==> src/rtl/prog_mod_counter.sv <==
// rtl/prog_mod_counter.sv - run-time programmable modulo counter with prescaler, one-shot mode and shadowed modulus
module prog_mod_counter #(
  parameter int N        = 4,
  parameter int M        = 10,
  parameter int PRESCALE = 1
) (
  input  logic         clk,
  input  logic         reset,
  input  logic         en,
  input  logic         up,
  input  logic         mode,
  input  logic         start,
  input  logic         stop,
  input  logic         load,
  input  logic [N-1:0] load_val,
  input  logic         m_wr,
  input  logic [N-1:0] m_last,
  output logic [N-1:0] q,
  output logic         tick,
  output logic         done,
  output logic         busy
);

  localparam int             PW      = (PRESCALE > 1) ? $clog2(PRESCALE) : 1;
  localparam logic [N-1:0]  T_RESET = N'(M - 1);
  localparam logic [PW-1:0] PS_LAST = PW'(PRESCALE - 1);

  typedef enum logic [1:0] {
    IDLE = 2'd0,
    RUN  = 2'd1,
    DONE = 2'd2
  } state_t;

  state_t        state;
  logic [PW-1:0] presc;
  logic [N-1:0]  t_reg;
  logic [N-1:0]  pend_val;
  logic          pend_valid;

  logic          in_run;
  logic          step;
  logic          terminal;
  logic          term_step;
  logic [N-1:0]  m_eff;
  logic [N-1:0]  start_val;
  logic [N-1:0]  load_clamped;
  logic [N-1:0]  t_next;

  // Decode the step/terminal conditions and the candidate values for q and T
  always_comb begin
    in_run       = (state == RUN);
    step         = in_run && en && (presc == PS_LAST) && !stop && !start && !load;
    terminal     = up ? (q == t_reg) : (q == '0);
    term_step    = step && terminal;
    m_eff        = (m_last == '0) ? N'(1) : m_last;
    start_val    = up ? '0 : t_reg;
    load_clamped = (load_val > t_reg) ? t_reg : load_val;
    t_next       = pend_valid ? pend_val : t_reg;
  end

  // Control chain (stop > start > load > step) plus the independent modulus update
  always_ff @(posedge clk) begin
    if (!reset) begin
      state      <= IDLE;
      q          <= '0;
      tick       <= 1'b0;
      done       <= 1'b0;
      busy       <= 1'b0;
      presc      <= '0;
      t_reg      <= T_RESET;
      pend_val   <= '0;
      pend_valid <= 1'b0;
    end else begin
      tick <= 1'b0;
      if (stop) begin
        state <= IDLE;
        busy  <= 1'b0;
        done  <= 1'b0;
      end else if (start) begin
        state <= RUN;
        busy  <= 1'b1;
        done  <= 1'b0;
        q     <= start_val;
        presc <= '0;
      end else if (load) begin
        q     <= load_clamped;
        presc <= '0;
      end else if (in_run && en) begin
        if (step) begin
          presc <= '0;
          if (terminal) begin
            tick <= 1'b1;
            if (mode) begin
              state <= DONE;
              busy  <= 1'b0;
              done  <= 1'b1;
            end else begin
              q <= up ? '0 : t_next;
            end
          end else begin
            q <= up ? (q + N'(1)) : (q - N'(1));
          end
        end else begin
          presc <= presc + PW'(1);
        end
      end

      // A pending modulus is consumed by the terminal step; a write in RUN re-arms it
      if (term_step && pend_valid) begin
        t_reg      <= pend_val;
        pend_valid <= 1'b0;
      end
      if (m_wr) begin
        if (in_run) begin
          pend_val   <= m_eff;
          pend_valid <= 1'b1;
        end else begin
          t_reg      <= m_eff;
          pend_valid <= 1'b0;
        end
      end
    end
  end

endmodule
==> config.mk <==
export PLATFORM = sky130hd
export DESIGN_NAME = prog_mod_counter
export DESIGN_NICKNAME = d
export VERILOG_FILES = /design/src/rtl/prog_mod_counter.sv
export SDC_FILE = /design/constraint.sdc
export NUM_CORES = 1
export LEC_CHECK = 0
export ABC_AREA = 0
export ABC_CLOCK_PERIOD_IN_PS = 2100
export CAP_MARGIN = 10
export CORE_ASPECT_RATIO = 1.5
export CORE_MARGIN = 2
export CORE_UTILIZATION = 50
export DETAILED_ROUTE_END_ITERATION = 8
export GPL_TIMING_DRIVEN = 0
export HOLD_SLACK_MARGIN = 0.02
export PLACE_DENSITY_LB_ADDON = 0.05
export SYNTH_ARGS = -nofsm -noshare
export SYNTH_HDL_FRONTEND = slang
export SYNTH_SLANG_ARGS = --single-unit
==> constraint.sdc <==
create_clock -name clk -period 2.1 [get_ports clk]
set_input_delay 0.42 -clock clk [delete_from_list [all_inputs] [get_ports clk]]
set_output_delay 0.42 -clock clk [all_outputs]
set_load 0.02 [all_outputs]
# Word level (Yosys, flattened, before mapping)
# Cells that the tools add are included.
# W data, S select, Z words.
[op_classes]
n_addsub = 3
mul = 0
div_mod_pow = 0
order_cmp = 1
eq_ne = 4
shift = 0
mux = 36
bitwise = 6
reduce_logical = 27
[op_table]
columns = ["cell", "n"]
rows = [
  ["$mux W4", 15],
  ["$mux W1", 21],
  ["$reduce_and A5 Y1", 2],
  ["$reduce_bool A2 Y1", 5],
  ["$logic_not A4 Y1", 2],
  ["$logic_and A1 B1 Y1", 7],
  ["$not A1 Y1", 6],
  ["$reduce_bool A3 Y1", 2],
  ["$reduce_or A6 Y1", 1],
  ["$add A4 B1 Y4 const B", 1],
  ["$eq A4 B4 Y1", 1],
  ["$gt A4 B4 Y1", 1],
  ["$ne A4 B4 Y1 const B", 1],
  ["$reduce_and A2 Y1", 2],
  ["$reduce_and A4 Y1", 1],
  ["$sub A4 B1 Y4 const B", 1],
  ["$logic_not A1 Y1", 3],
  ["$reduce_or A3 Y1", 1],
  ["$eq A2 B1 Y1 const B", 1],
  ["$ne A2 B2 Y1 const B", 1],
  ["$reduce_or A2 Y1", 1],
  ["$add A1 B1 Y1 const B", 1],
]
[totals]
regBits = 18
latch_bits = 0
mem_bits_rw = 0
rom_bits = 0
in_bits = 17
out_inout_bits = 7
mem_count = 0

# Logic depth before layout (Yosys ltp)
# Gate-level depths: netlist (run 1).
[logic_depth]
depth_word = 11
ltp_mapped = 8

# Least setup slack after synthesis (run 1)
# No wires, ideal clock.
[synth_path]
kind = "reg2reg"
startpoint = "reg q[1]"
endpoint = "reg t_reg[0]"
arrival_time_ns = 1.845
t_required_ns = 1.979
path_slack_ns = 0.133
path_stages_with_launch = 7
path_buffers = 0
period_less_slack_ns = 1.967
path_cell_list = "dfxtp_1 -> or4_4 -> or2_4 -> o21ai_4 -> nand4_4 -> a221oi_2 -> o21ai_1"
[synth_via]
elab_chain_len = 7
word_cells_on_any_way = 8
[synth_lines]
columns = ["item", "line", "text"]
rows = [
  ["start, declared", "18", "output logic [N-1:0] q,"],
  ["start signal, assigned", "83", "q <= start_val;"],
  ["start signal, assigned", "86", "q <= load_clamped;"],
  ["start signal, assigned", "98", "q <= up ? '0 : t_next;"],
  ["$eq A4 B4 Y1 or $logic_not A4 Y1 (tied branches)", "53", "terminal = up ? (q == t_reg) : (q == '0);"],
  ["$mux W1 *", "53", ""],
  ["$logic_and A1 B1 Y1 *", "54", "term_step = step && terminal;"],
  ["$logic_and A1 B1 Y1 *", "109", "if (term_step && pend_valid) begin"],
  ["$mux W4 *", "109", ""],
  ["$mux W4", "114", "if (in_run) begin"],
  ["$mux W4 *", "113", "if (m_wr) begin"],
  ["end signal, assigned", "110", "t_reg <= pend_val;"],
  ["end signal, assigned", "118", "t_reg <= m_eff;"],
  ["end, declared", "36", "logic [N-1:0] t_reg;"],
]
# Mark *: on every way between the ends. The rest lies on a longest branch, timed or not.
# A chain may end at the register's enable or synchronous reset.

# Worst setup path after layout (run 1)
[layout_path]
startpoint = "in load_val[1]"
endpoint = "reg q[2]"
[layout_via]
elab_chain_len = 4
[layout_lines]
columns = ["item", "line", "text"]
rows = [
  ["start, declared", "15", "input logic [N-1:0] load_val,"],
  ["$gt A4 B4 Y1", "57", "load_clamped = (load_val > t_reg) ? t_reg : load_val;"],
  ["$mux W4", "57", ""],
  ["$mux W4", "85", "end else if (load) begin"],
  ["$mux W4", "79", "end else if (start) begin"],
]
# Every way passes these cells.

==> results.md, run 1 <==
- Outcome: finished clean
- YS warnings: 0
- Largest net degree at the start of global routing: 11
- Final hold violations: 0
- Die width: 42.97 um
- DRT Pass-1 Iters: 4
- Max-cap viol count: 0
- Ys flop type: dfxtp_1
- Worst R2R Start: q[0]
- Avg WL per Cell: 14.86 um
- Global Route Usage Sum: 22.25%
- Initial drt markers: 17
- WS Path Type: input pin to register
- Synthesis-stage register bit count: 17
- Clk pin slew, worst setup/hold paths: 100 ps
- CTS Buf Count: 3
- Worst-margin pin slew: 481.2 ps
- Synth area leaders: dfxtp_1 30%, ha_1 6.6%, xnor2_1 4.6%
- Fmax: 0.5014 GHz
- Final wirelength: 2.794 mm
- Internal power: 528.6 uW
- Relative slew slack: 67.78%
- CTS tree: done
- DR vias: 1,079
- Crit-path max FO: 4
- Cells on worst reg2reg path: 7
- GR Overflow Total: 0
- Area occupied by registers: 341.6 um^2
- Mapped Cells: 136
- Std cell rows: 21
- Worst hold-check path type: register to register
- Die span in y: 62.45 um
- Post-synth top cells: 17 x dfxtp_1, 11 x nand2_1, 10 x a21oi_1, 10 x o21ai_0, 9 x inv_1
- Register area share after synthesis: 29.89%
- I/O pins: 24
- Share of layout cells above drive strength 1: 10.91%
- Netlist Area Pre-Place: 1139 um^2
- Setup TNS: 0 ps
- Synth area leader: dfxtp_1
- Drt drc: 0
- H-tree levels: 1
- Hold path startpoint: presc
- Core ar.: 2207 um^2
- Flop-to-flop setup slack: 140 ps
- Worst setup SP type: input pin
- Initial core utilization: 51.59%
- Port buffer count: 23
- Fraction of registers with async set/reset: 0%
- Detail Route Antenna Nets: 0
- Final instance area: 1451 um^2
- Clock Tree Root: clkbuf_4
- Area after DPL: 1398 um^2
- Footprint of the multi-input gates: 760.7 um^2
- Post-DP HPWL: 2.173 mm
- Worst r2r dst: t_reg[2]
- Gate power share: 30.3%
- Vias per cell: 5.739
- Switching Fraction: 32.03%
- Area growth syn-to-layout: 27.47%
- Routability congestion estimate: 0.9013
- Fillers: 205
- DIE AREA: 2683 um^2
- Max Clock Skew: 2.250 ps
- Final hold slack: 455.4 ps
- Antenna violations before repair: 0
- Worst Hold End: presc
- Clock power frac: 22.8%
- Vias in the first global route: 1,056
- Sequential Power Share: 46.9%
- Most common cell in the netlist: dfxtp_1
- Final #Nets: 190
- Pwr dens: 535.8 nW/um^2
- Data required, critical path: 2270 ps
- Mapped Avg Cell Area: 8.372 um^2
- Sw Pwr: 249.1 uW
- Number of flops mapped to enable cells by yosys: 0
- Antenna Cells: 0
- Hold path cells: 1
- Final period util: 94.97%
- Final min period: 1994 ps
- CTS Buffer Depth: 2
- Worst vdd ir: 0.0003323 V
- First-pass GRT wire length: 4.705 mm
- Leakage: 0.0005829 uW
- Endpoint class of the critical path: register
- Final setup viols: 0
- Clk_lat worst skew: 290 ps
- Synth cell types: 42
- Synthesized net count: 160
- Top-area cell type share of the netlist area: 29.89%
- CTS sink count: 17
- Final slew viol count: 0
- Worst Path Arrival: 2160 ps
[layout make-up]
class,count,area share [%]
Clock buffer,4,1.810
Buffer,3,0.8621
Inverter,9,2.328
Tap cell,23,1.983
Sequential cell,17,23.53
Multi-Input combinational cell,107,52.41
Timing Repair Buffer,25,17.07
[cells in the final DEF (no fill, tap or decap), types with 2 or more instances in the layout]
cell type,count
clkdlybuf4s50_1,22
dfxtp_1,16
nand2_1,11
a21oi_1,9
inv_1,8
o21ai_0,8
nor2_1,6
xnor2_1,6
ha_1,6
nor2b_1,4
a31oi_1,4
a21boi_0,4
nor3_1,4
nand3_1,3
clkbuf_1,3
mux2i_1,3
and2_1,3
o211ai_1,3
o31ai_1,3
o21ai_1,3
clkbuf_4,3
nand2b_1,2
and3_2,2
nand4_1,2
buf_4,2
[worst max-delay path: stages]
cell and delay (ps):
clkdlybuf4s50_1 440, ha_1 310, nor2b_1 140, o211ai_1 180, a21oi_2 120, a22o_1 240
a211oi_2 220, a21oi_1 90
[timing repair]
action | 4_1_cts | 5_1_grt
setup endpoints to repair | 1 | 8
pin swaps | 1 | 2
setup buffers | 1 | 1
hold buffers | 0 | 0
gates cloned | 0 | 0
resized for setup | 0 | 7
[worst max-delay path by stage]
stage                start  slack (ps)  cells past startpoint  endpoint
3_3_place_gp            up        -310                      7  t_reg[0]
6_report       load_val[1]         110                      8      q[2]
3_5_place_dp            up        -340                      7  t_reg[0]
2_1_floorplan         q[1]         130                      6  t_reg[0]
5_1_grt        load_val[1]         -20                      8      q[2]
4_1_cts                 up          30                      9      q[3]
[power by group through the flow]
stage / registers [uW] / logic, uW / clock network, uW
floorplan: 374 / 132 / 0
global placement: 370 / 222 / 0
detailed placement: 371 / 226 / 0
CTS: 364 / 227 / 181
global route: 367 / 262 / 196
finish: 365 / 235 / 178
[logic make-up after synthesis]
| family | after synthesis | share of synthesized area, % |
|---|---|---|
| compound gates | 45 | 26.59 |
| simple gates | 45 | 23.08 |
| flops | 17 | 29.89 |
| buf+inv | 12 | 4.066 |
| xor+xnor | 7 | 5.385 |
| fa+ha+maj | 7 | 8.352 |
| mux | 3 | 2.637 |
[through the flow]
step                      total power [uW]  instances  util (%)  setup WS (ps)
after floorplan                      506.0        136         -          133.2
after global placement               591.9        182     63.32         -310.5
after detailed placement             597.0        182     63.32         -336.1
after CTS                            771.9        187     64.85          26.94
after global routing                 825.2        188     65.76         -20.56
final                                777.7        188     65.76          105.7
[per-layer routing]
metal / track usage, % / vias up / part of all wire [%]
li1: - / 557 / -
met1: 27.06 / 487 / 42
met2: 38.83 / 26 / 52
met3: 2.023 / 9 / 2.6
met4: 9.470 / 0 / 2.9
met5: 0 / - / 0
No activity file was read; power rests on OpenSTA's default activity.
==> run 2, diff against run 1 <==
==> constraint.sdc (replaced) <==
create_clock -name clk -period 2.1 [get_ports clk]
set_input_delay 0.42 -clock clk [delete_from_list [all_inputs] [get_ports clk]]
set_output_delay 0.42 -clock clk [all_outputs]
set_load 0.05 [all_outputs]
==> run 2 against run 1 <==
Against the previous run:
- setup slack got worse by 32 ps
- via count is 7.3% higher
- flip-flop and latch count is the same
- critical path depth is 2 lower
- register-to-register slack got worse by 70 ps
- largest power group unchanged
- highest routed layer unchanged
==> results.md, run 2 (synthesis gave the netlist of run 1 again) <==
- Outcome: finished clean
- Final min period: 2026 ps
- Routability congestion estimate: 0.8929
- Worst-margin pin slew: 504.0 ps
- Worst R2R Start: q[0]
- Worst Path Arrival: 2230 ps
- Worst vdd ir: 0.0004007 V
- Antenna violations before repair: 0
- Worst r2r dst: t_reg[1]
- Pwr dens: 542.1 nW/um^2
- Area after DPL: 1399 um^2
- Worst Setup SP: q[0]
- I/O pins: 24
- CTS tree: done
- Worst setup SP type: register
- Vias per cell: 6.095
- Relative slew slack: 66.29%
- Hold path startpoint: presc
- GR Overflow Total: 0
- Area occupied by registers: 341.6 um^2
- DRT met1 WL: 1.118 mm
- Ordered list of cells on the worst path: or4_4 -> or2_4 -> o21ai_4 -> nand4_4 -> buf_4 -> a311oi_1
- Count of non-filler cells in the finished layout: 190
- Final period util: 96.49%
- Area growth syn-to-layout: 29.67%
- Detail Route Antenna Nets: 0
- Die width: 42.97 um
- Avg WL per Cell: 15.63 um
- Final wirelength: 2.969 mm
- Tot Pwr: 800.3 uW
- Most frequent cells in the layout: 20 x clkdlybuf4s50_1, 16 x dfxtp_1, 11 x nand2_1, 9 x a21oi_1, 9 x o21ai_0
- Flop-to-flop setup slack: 70 ps
- Min setup slack post-route: 73.74 ps
- Port buffer count: 23
- CTS sink count: 17
- DIE AREA: 2683 um^2
- DR vias: 1,158
- Vias in the first global route: 1,103
- Core ar.: 2207 um^2
- Final setup viols: 0
- Endpoint class of the critical path: register
- Post-DP HPWL: 2.285 mm
- Initial drt markers: 41
- Worst hold-check path type: register to register
- First-pass GRT wire length: 4.788 mm
- H-tree levels: 1
- CTS Buffer Depth: 2
- Top Layer Used: met4
- Antenna Cells: 0
- Share of layout cells above drive strength 1: 12.57%
- Leakage: 0.0006221 uW
- Crit-path max FO: 7
- Cells on worst reg2reg path: 6
- WS Path Type: register to register
- Fillers: 203
- Hold Buf Count CTS: 0
- Largest net degree at the start of global routing: 11
- Met3 routed WL: 138 um
- Commonest non-fill, non-tap cell in the layout: clkdlybuf4s50_1
- Data required, critical path: 2300 ps
- Global Route Usage Sum: 22.92%
- Die span in y: 62.45 um
- Final slew viol count: 0
- Critical-path top delay cell: or4_4
- Initial core utilization: 51.59%
- Final hold violations: 0
- Inst Count DP: 182
- Hold path cells: 1
- Drt drc: 0
- Max-cap viol count: 0
- Clk pin slew, worst setup/hold paths: 100 ps
- Pre-CTS setup slack: -382.3 ps
- Fmax: 0.4935 GHz
- CTS Buf Count: 3
- Worst Hold End: presc
- Clock Tree Root: clkbuf_4
- Final instance area: 1476 um^2
- DRT Pass-1 Iters: 4
- CP peak stage delay: 520 ps
- Clk_lat worst skew: 300 ps
- Met2 WL: 1.599 mm
- Footprint of the multi-input gates: 765.7 um^2
- Std cell rows: 21
- RSZ-0062 raised after global routing: no
- Final #Nets: 192
- Max Clock Skew: 11.12 ps
==> run 2: cell types whose count changed in the layout (fill, tap and decap cells not counted) <==
| cell | change |
|---|---|
| dlymetal6s2s_1 | +2 |
| nor3_1 | -1 |
| o21ai_0 | +1 |
| o21ai_1 | -1 |
| nor3_2 | +1 |
| clkdlybuf4s50_1 | -2 |
| buf_4 | +2 |
==> run 2: report_power, final <==
group	switching, uW	internal [uW]
sequential	25.5	339
combinational	142	116
clock	105	74.1
==> run 2: cell type report <==
cell class	count	area share (%)
Buffer	3	0.8475
Clock buffer	4	1.780
Inverter	9	2.288
Multi-Input combinational cell	107	51.86
Sequential cell	17	23.14
Tap cell	23	1.949
Timing Repair Buffer	27	18.14
==> run 2: worst max path at each step <==
stage                     to  slack, ps  cells past startpoint
finish              t_reg[1]         70                      6
global placement        q[3]       -350                      7
detailed placement      q[3]       -380                      7
floorplan           t_reg[0]         20                      6
global route        t_reg[0]          1                      6
CTS                 t_reg[0]        -20                      7
==> run 2: timing repair <==
item                                    in CTS  in global routing
endpoints found under the setup margin       5                 11
cloned                                       0                  0
gates resized for setup                      2                  6
pin swaps                                    3                  3
setup buffers                                2                  2
==> run 2: routing by layer <==
| metal | vias up | GRT usage [%] |
|---|---|---|
| met2 | 43 | 40.15 |
| met3 | 11 | 3.757 |
| met4 | 0 | 13.26 |
| li1 | 563 | - |
| met5 | - | 0 |
| met1 | 541 | 24.95 |
==> run 2: worst max-delay path, delay by kind of cell, from the launching register on <==
family / cells / cell delay, ps
AND/OR/NAND/NOR: 3 / 960
flip-flops: 1 / 410
AO/OA/AOI/OAI: 2 / 380
buffers and inverters: 1 / 180
==> run 2: through the flow <==
step | hold WS [ps] | util (%) | setup TNS, ps
floorplan | 430.4 | - | 0
global placement | 434.5 | 63.38 | -2797
detailed placement | 441.1 | 63.38 | -2897
CTS | 455.2 | 65.25 | -15.77
global route | 476.8 | 66.89 | 0
finish | 454.5 | 66.89 | 0
